===== config.mk =====
export PLATFORM = sky130hd
export DESIGN_NAME = phase_sequencer_flat
export DESIGN_NICKNAME = d
export VERILOG_FILES = /design/src/rtl/phase_sequencer_if.sv /design/src/rtl/phase_sequencer.sv /design/src/flat_wrapper.sv
export SDC_FILE = /design/constraint.sdc
export NUM_CORES = 1
export LEC_CHECK = 0
export BUFFER_PORTS_ARGS = -buffer_cell sky130_fd_sc_hd__buf_2
export CAP_MARGIN = 20
export CORE_ASPECT_RATIO = 0.9
export CORE_MARGIN = 5
export CORE_UTILIZATION = 45
export CTS_CLUSTER_SIZE = 14
export DETAILED_ROUTE_END_ITERATION = 10
export PLACE_DENSITY = 0.71
export SETUP_SLACK_MARGIN = 0.02
export SLEW_MARGIN = 40
export SYNTH_ARGS = -nofsm -noshare
export SYNTH_HDL_FRONTEND = slang
export SYNTH_SLANG_ARGS = --single-unit

===== constraint.sdc =====
create_clock -name clk -period 3.2 [get_ports clk]
set_input_delay 0.32 -clock clk [delete_from_list [all_inputs] [get_ports clk]]
set_output_delay 0.32 -clock clk [all_outputs]
set_load 0.1 [all_outputs]

===== src/rtl/phase_sequencer_if.sv =====
// Control, status and counter-feedback signals of the phase sequencer.
// The slave modport is the sequencer; master is the host/counter side.
interface phase_sequencer_if #(
  parameter int unsigned NPHASE = 4,
  parameter int unsigned CW     = 4
);
  logic                 start;
  logic                 pause;
  logic                 abort;
  logic [NPHASE*CW-1:0] dur;
  logic [CW-1:0]        count;
  logic                 counten;
  logic                 cntclr;
  logic [1:0]           phase;
  logic                 busy;
  logic                 paused;
  logic                 done;

  modport master (
    output start, pause, abort, dur, count,
    input  counten, cntclr, phase, busy, paused, done
  );

  modport slave (
    input  start, pause, abort, dur, count,
    output counten, cntclr, phase, busy, paused, done
  );
endinterface


===== src/rtl/phase_sequencer.sv =====
// Multi-phase timing controller driving an external up-counter's enable/clear.
// Each phase runs until the fed-back count reaches that phase's captured duration.
module phase_sequencer #(
  parameter int unsigned NPHASE = 4,
  parameter int unsigned CW     = 4,
  parameter int unsigned LOOP   = 0
) (
  input logic              clk,
  input logic              reset,
  phase_sequencer_if.slave sif
);

  localparam int unsigned DW = NPHASE * CW;
  localparam int unsigned PW = 2;

  typedef enum logic [2:0] {IDLE, CLEAR, RUN, PAUSE, DONE} state_e;

  state_e          state_q, state_d;
  logic [PW-1:0]   phase_q, phase_d;
  logic [DW-1:0]   dur_q, dur_d;
  logic            busy_q, busy_d;
  logic            paused_q, paused_d;
  logic            done_q, done_d;
  logic [CW-1:0]   dur_sel;
  logic            terminal;
  logic            last_phase;
  logic            loop_done;

  always_comb begin
    dur_sel = '0;
    for (int i = 0; i < int'(NPHASE); i++) begin
      if (phase_q == PW'(i)) dur_sel = dur_q[i*CW +: CW];
    end
  end

  // Anything at or past the terminal count ends the phase, so a faulty counter cannot run away.
  assign terminal   = (sif.count >= dur_sel);
  assign last_phase = (phase_q == PW'(NPHASE - 1));

  always_comb begin
    state_d   = state_q;
    phase_d   = phase_q;
    dur_d     = dur_q;
    loop_done = 1'b0;
    case (state_q)
      IDLE: begin
        if (sif.start) begin
          state_d = CLEAR;
          phase_d = '0;
          dur_d   = sif.dur;
        end
      end
      CLEAR: begin
        state_d = RUN;
      end
      RUN: begin
        if (terminal) begin
          if (!last_phase) begin
            state_d = CLEAR;
            phase_d = phase_q + PW'(1);
          end else if (LOOP != 0) begin
            state_d   = CLEAR;
            phase_d   = '0;
            loop_done = 1'b1;
          end else begin
            state_d = DONE;
          end
        end else if (sif.pause) begin
          state_d = PAUSE;
        end
      end
      PAUSE: begin
        if (!sif.pause) state_d = RUN;
      end
      DONE: begin
        state_d = IDLE;
        phase_d = '0;
      end
      default: begin
        state_d = IDLE;
        phase_d = '0;
      end
    endcase
    // Abort overrides every transition except in IDLE.
    if (sif.abort && (state_q != IDLE)) begin
      state_d   = IDLE;
      phase_d   = '0;
      loop_done = 1'b0;
    end
    busy_d   = (state_d != IDLE);
    paused_d = (state_d == PAUSE);
    done_d   = (state_d == DONE) || loop_done;
  end

  always_ff @(posedge clk or negedge reset) begin
    if (!reset) begin
      state_q  <= IDLE;
      phase_q  <= '0;
      dur_q    <= '0;
      busy_q   <= 1'b0;
      paused_q <= 1'b0;
      done_q   <= 1'b0;
    end else begin
      state_q  <= state_d;
      phase_q  <= phase_d;
      dur_q    <= dur_d;
      busy_q   <= busy_d;
      paused_q <= paused_d;
      done_q   <= done_d;
    end
  end

  assign sif.counten = (state_q == RUN) && !sif.abort && !sif.pause && (sif.count < dur_sel);
  assign sif.cntclr  = (state_q == IDLE) || (state_q == CLEAR) || (state_q == DONE);
  assign sif.phase   = phase_q;
  assign sif.busy    = busy_q;
  assign sif.paused  = paused_q;
  assign sif.done    = done_q;

endmodule

===== src/flat_wrapper.sv =====
// flat-port wrapper written by rule: the top's interface ports become plain ports
module phase_sequencer_flat 
#(
  parameter int unsigned NPHASE = 4,
  parameter int unsigned CW     = 4,
  parameter int unsigned LOOP   = 0
)
  (clk, reset, sif_start, sif_pause, sif_abort, sif_dur, sif_count, sif_counten, sif_cntclr, sif_phase, sif_busy, sif_paused, sif_done);
  phase_sequencer_if #(.NPHASE(NPHASE), .CW(CW)) sif_i ();
  input logic clk;
  input logic reset;
  input wire logic [$bits(sif_i.start)-1:0] sif_start;
  input wire logic [$bits(sif_i.pause)-1:0] sif_pause;
  input wire logic [$bits(sif_i.abort)-1:0] sif_abort;
  input wire logic [$bits(sif_i.dur)-1:0] sif_dur;
  input wire logic [$bits(sif_i.count)-1:0] sif_count;
  output wire logic [$bits(sif_i.counten)-1:0] sif_counten;
  output wire logic [$bits(sif_i.cntclr)-1:0] sif_cntclr;
  output wire logic [$bits(sif_i.phase)-1:0] sif_phase;
  output wire logic [$bits(sif_i.busy)-1:0] sif_busy;
  output wire logic [$bits(sif_i.paused)-1:0] sif_paused;
  output wire logic [$bits(sif_i.done)-1:0] sif_done;
  assign sif_i.start = sif_start;
  assign sif_i.pause = sif_pause;
  assign sif_i.abort = sif_abort;
  assign sif_i.dur = sif_dur;
  assign sif_i.count = sif_count;
  assign sif_counten = sif_i.counten;
  assign sif_cntclr = sif_i.cntclr;
  assign sif_phase = sif_i.phase;
  assign sif_busy = sif_i.busy;
  assign sif_paused = sif_i.paused;
  assign sif_done = sif_i.done;
  phase_sequencer #(.NPHASE(NPHASE), .CW(CW), .LOOP(LOOP)) u_core (.clk(clk), .reset(reset), .sif(sif_i));
endmodule

### Yosys cells after proc, flatten, opt, wreduce, memory -nomap -nowiden

Cells that the tools add are included.

* bits in registers: 24
* bits of input ports: 25
* output and inout bits: 7
* logic and storage cells: 53

* $add $sub $neg: 1
* $lt $le $gt $ge: 2
* eq/ne operators: 13
* mux-type cells: 16
* reduce and logical (&&, ||, !) cells: 15

Operators with widths (number)
* 2-to-1 mux 3 bit: 6
* 2-to-1 mux 4 bit: 4
* one-hot mux 3 bit (4 select lines): 1
* == test 3 x 2 -> 1 bit (second input constant): 3
* 2-to-1 mux 2 bit: 4
* == test 3 bit (second input constant): 2
* one-hot mux 2 bit (3 select lines): 1
* nonzero test 3 bit: 2
* == test 2 bit (second input constant): 2
* >= comparator 4 bit: 1
* logical AND 1 bit: 4
* < comparator 4 bit: 1
* AND reduction 4 bit: 1
* == test 3 x 1 -> 1 bit (second input constant): 1
* zero test 3 bit: 1
* != test 3 x 1 -> 1 bit (second input constant): 1
* != test 3 x 2 -> 1 bit (second input constant): 1
* != test 3 bit (second input constant): 1
* adder 2 x 1 -> 2 bit (second input constant): 1
* == test 2 x 1 -> 1 bit (second input constant): 1
* zero test 1 bit: 2
* zero test 2 bit: 1
* logical OR 1 bit: 2
* != test 2 x 1 -> 1 bit (second input constant): 1
* 2 further kinds: 2

### Depth between registers and ports, before layout

* word-level depth: 10
* gate-level depth with buffers: 11
* mapped depth without buffers: 11

### Worst setup path after synthesis

OpenSTA, ideal clock, no wires.

* path kind: reg-to-output
* from: reg u_core.phase_q[0], in the netlist u_core.sif.phase[0]
* to: out sif_counten
* data arrival time: 3.845 ns
* required time: 2.880 ns
* setup slack: -0.965 ns
* cell stages (with the launch flop): 12
* buffers on the path: 0
* path through: dfrtp_1 > inv_1 > ha_1 > nor2b_1 > a221oi_1 > nor3_1 > a21oi_1 > ha_1 > nor2b_1 > o211ai_1 > nand3_1 > nor2_1

* word-level cells in the longest chain between the ends: 7
* elaborated cells between the ends (all ways): 10
* those cells by class: 1 x order compare; 3 x eq/ne; 4 x mux; 2 x reduce/logical

Ends and longest elaborated chain
* from (decl): RTL line phase_sequencer.sv:19 `logic [PW-1:0] phase_q, phase_d;`
* from (signal assigned): RTL line phase_sequencer.sv:105 `phase_q <= phase_d;`
* zero test 2 bit: RTL line phase_sequencer.sv:32 `if (phase_q == PW'(i)) dur_sel = dur_q[i*CW +: CW];`
* 2-to-1 mux 4 bit (3 in series): RTL line phase_sequencer.sv:32
* 2-to-1 mux 4 bit *: RTL line phase_sequencer.sv:32
* < comparator 4 bit *: RTL line phase_sequencer.sv:113 `assign sif.counten = (state_q == RUN) && !sif.abort && !sif.pause && (sif.count < dur_sel);`
* logical AND 1 bit *: RTL line phase_sequencer.sv:113
* to (decl): RTL line flat_wrapper.sv:17 `output wire logic [$bits(sif_i.counten)-1:0] sif_counten;`

Mark *: on every way between the ends. The rest lies on a longest branch, timed or not.

### Final worst setup path

Ends and elaborated chain as after synthesis.

==> impl_results.md <==
* # rows at 18
* Slew @ Worst Pin at 533.9 ps
* First-pass GRT wire length at 4.367 mm
* CP Capture Type: output port
* CP Launch Type: flip-flop
* Vias in the first global route at 946
* WP data arrival at 2650 ps
* Mapped Cells at 109
* Worst path required time at 2880 ps
* Core area at 2815 um^2
* RSZ-0062 raised after global routing: false
* N_diodes at 0
* Flop pwr share at 0.364
* Crit-path slowest cell: dfrtp_2
* Initial antenna violation count at 0
* Flip-flop and latch area at 603.1 um^2
* Total track usage at 0.1413
* CP cell instances: inv_1 -> ha_1 -> nor2b_2 -> a221oi_2 -> nor3_1 -> a21oi_1 -> ha_1 -> nor2b_1 -> o211ai_1 -> nand3_1 -> nor2_4 -> buf_12
* Switching share of total power at 0.4263
* Worst Setup SP: u_core.sif.phase[0]
* Final WL at 2.721 mm
* Final worst slack at 227.9 ps
* Die height at 62.06 um
* CP max stage delay at 440 ps
* Tcrit/Tclk final at 0.9288
* Max VDD drop at 335.0 uV
* # clock sinks at 24
* Share of layout cells above drive strength 1 at 0.4476
* Drt pass-1 iters at 4
* DR WL met2 at 1.235 mm
* Die area at 4210 um^2
* Synthesized area at 1355 um^2
* Clock Root Buffer: clkbuf_4
* Die Width at 67.84 um
* CP delay by family, top: simple AND/OR/NAND/NOR gates
* Largest net degree at the start of global routing at 25
* Routed Antenna Nets at 0
* Fmax at 0.3365 GHz
* DRC at 0
* Number of fill cells at 238
* Total number of vias at 974
* Synth Register Bits at 24
* Clock share of power at 0.106
* Post-Syn Nets at 142
* Max Buffers Root-to-Sink at 2
* Final Hold Violating Endpoints at 0
* WS Path Type: reg2out
* Max-Cap Viols at 0
* Hold WC Path Type: in2reg
* Min cycle time layout at 2972 ps
* Ports at 32
* Crit-path max FO at 5
* Setup TNS at 0 ps
* Via/cell ratio at 5.322
* Logic pwr share at 0.530
* Fin nets at 177
* CTS HTree Levels at 1
* Yosys cell types at 34
* WL/cell at 14.87 um
* WP buf/inv at 2
* YS warnings at 0
* Area of the multi-input gates at 732.0 um^2
* Pwr dens at 913.5 nW/um^2
* Worst-path clk slew at 130 ps
* Dpl hpwl at 2.057 mm
* DR iter-0 viols at 27
* Cell mode on critical path: ha_1
* Mapped Avg Cell Area at 12.43 um^2
* Metal-1 WL at 1.311 mm
* Internal Power at 853.1 uW
* Worst-case reg-to-reg path depth at 10
* LEAKAGE at 0.0007536 uW
* Gr ovfl total at 0
* Reg2Reg Setup Slack at 630 ps
* Uppermost layer routed: met4
* Switch Pwr at 633.9 uW
* Final setup viols at 0
* Total power at 1487 uW
* Reg2reg end: u_core.state_q[0]
* Port-buffer cells at 31
* Routability congestion estimate at 0.7732
* Status: finished clean
* Met3 routed WL at 161 um
* TritonCTS buffer count at 3
* Area growth syn-to-layout at 20.13%
* Pre-CTS setup slack at 271.0 ps
* CTS tree: built
* Setup crit end: sif_counten
* Slew Viols, Final at 0
* R2r startpoint: u_core.sif.phase[0]
* Slew margin rel. at 0.6441
* Clk_skew at 4.361 ps
* Crit path depth at 12
* Worst-Skew Late Latency at 310 ps
* Initial Utilization at 0.4813
* Seq/Total Area, Yosys at 0.4432
-- timing repair --
| item | 4_1_cts | 5_1_grt |
|---|---|---|
| buffers inserted | 0 | 2 |
| gates cloned | 0 | 0 |
| endpoints found under the setup margin | 1 | 1 |
| resized for setup | 1 | 8 |
| hold buffers | 1 | 0 |
| endpoints found under the hold margin | 24 | 0 |
-- logic make-up (layout without fill, tap and decap cells) --
logic type               Yosys count  count (layout)  synth area share
buffers and inverters              7              41           0.03970
AND/OR/NAND/NOR                   30              30            0.1607
adder cells (fa/ha/maj)            8               8           0.07387
AO/OA/AOI/OAI                     23              23            0.1145
flip-flops                        24              24            0.4432
multiplexers                      17              17            0.1680
-- routing by layer --
metal | global-route usage | up-vias
met5 | 0 | -
li1 | - | 472
met2 | 0.2150 | 29
met3 | 0.04856 | 2
met1 | 0.1984 | 471
met4 | 0.02550 | 0
-- final cells by class --
cell class,count,share of cell area
clock buffer,4,0.02229
inverter,3,0.006918
sequential,24,0.3705
tap,40,0.03075
multi-input combinational,78,0.4497
timing repair buffer,34,0.1199
-- Yosys cell counts --
| cell type | number | area [um^2] |
|---|---|---|
| nor2_4 | 1 | 11.26 |
| nand2_1 | 4 | 15.01 |
| nor4b_4 | 1 | 23.77 |
| nor3_1 | 3 | 15.01 |
| inv_1 | 3 | 11.26 |
| buf_12 | 1 | 20.02 |
| mux2i_1 | 1 | 10.01 |
| mux2_4 | 10 | 150.1 |
| nand4b_1 | 3 | 26.28 |
| mux2_2 | 6 | 67.56 |
| and3b_1 | 1 | 8.760 |
| buf_4 | 1 | 7.510 |
| dfrtp_1 | 24 | 600.6 |
| nor2_8 | 1 | 20.02 |
| nor2b_1 | 5 | 31.28 |
| o21a_1 | 1 | 7.510 |
| nor4_1 | 1 | 6.260 |
| nor3b_1 | 1 | 7.510 |
| a21oi_1 | 6 | 30.03 |
| buf_6 | 1 | 11.26 |
| o31ai_1 | 2 | 15.01 |
| o21ai_0 | 1 | 5.000 |
| o2111a_1 | 1 | 11.26 |
| and2_1 | 1 | 6.260 |
| o211ai_1 | 4 | 30.03 |
| ha_1 | 8 | 100.1 |
| clkbuf_1 | 1 | 3.750 |
| o21ai_1 | 3 | 15.01 |
| nand2_4 | 1 | 11.26 |
| nand3_1 | 3 | 15.01 |
| nor2_1 | 2 | 7.510 |
| and3_1 | 2 | 12.51 |
| a21o_1 | 2 | 15.01 |
| a221oi_1 | 3 | 26.28 |
-- power groups by stage --
stage / clock network (uW) / logic, uW / registers (uW)
after detailed placement: 0 / 758 / 541
after CTS: 165 / 761 / 536
after floorplan: 0 / 577 / 586
after global placement: 0 / 727 / 541
after global routing: 175 / 852 / 556
final: 157 / 789 / 541
-- worst min path at each step --
| stage | from | to | slack [ps] | depth (start not counted) |
|---|---|---|---|---|
| after CTS | sif_dur[4] | u_core.dur_q[4] | 210 | 2 |
| after global routing | sif_dur[11] | u_core.dur_q[11] | 200 | 2 |
| after detailed placement | reset | u_core.dur_q[3] | 330 | 1 |
| after global placement | reset | u_core.state_q[1] | 330 | 1 |
| after floorplan | reset | u_core.dur_q[0] | 20 | 0 |
| final | sif_dur[12] | u_core.dur_q[12] | 230 | 2 |
-- stage by stage --
| step | util | cell area [um^2] | hold WS [ps] | std cells |
|---|---|---|---|---|
| 6_report | 0.5782 | 1628 | 225.9 | 183 |
| 5_1_grt | 0.5782 | 1628 | 203.0 | 183 |
| 4_1_cts | 0.5600 | 1577 | 211.4 | 181 |
| 3_5_place_dp | 0.5427 | 1528 | 334.0 | 176 |
| 3_3_place_gp | 0.5427 | 1528 | 326.7 | 176 |
| 2_1_floorplan | - | 1365 | 24.41 | 109 |
-- sequential cells by signal, indices dropped and copies added (netlist names) --
name and cells:
u_core.sif.done 1, u_core.sif.busy 1, u_core.sif.paused 1, u_core.state_q 3, u_core.dur_q 16, u_core.sif.phase 2
-- layout by cell type, fill, tap and decap left out, drive strengths merged, types with 2 or more instances in the layout --
| cell | instances |
|---|---|
| and3 | 2 |
| nand4b | 3 |
| ha | 8 |
| nor2 | 4 |
| clkbuf | 4 |
| nand2 | 5 |
| mux2 | 16 |
| o31ai | 2 |
| inv | 3 |
| o21ai | 4 |
| nand3 | 3 |
| nor3 | 3 |
| a21o | 2 |
| buf | 33 |
| dfrtp | 24 |
| o211ai | 4 |
| a221oi | 3 |
| a21oi | 6 |
| nor2b | 5 |
(Power assumes the default switching activity.)
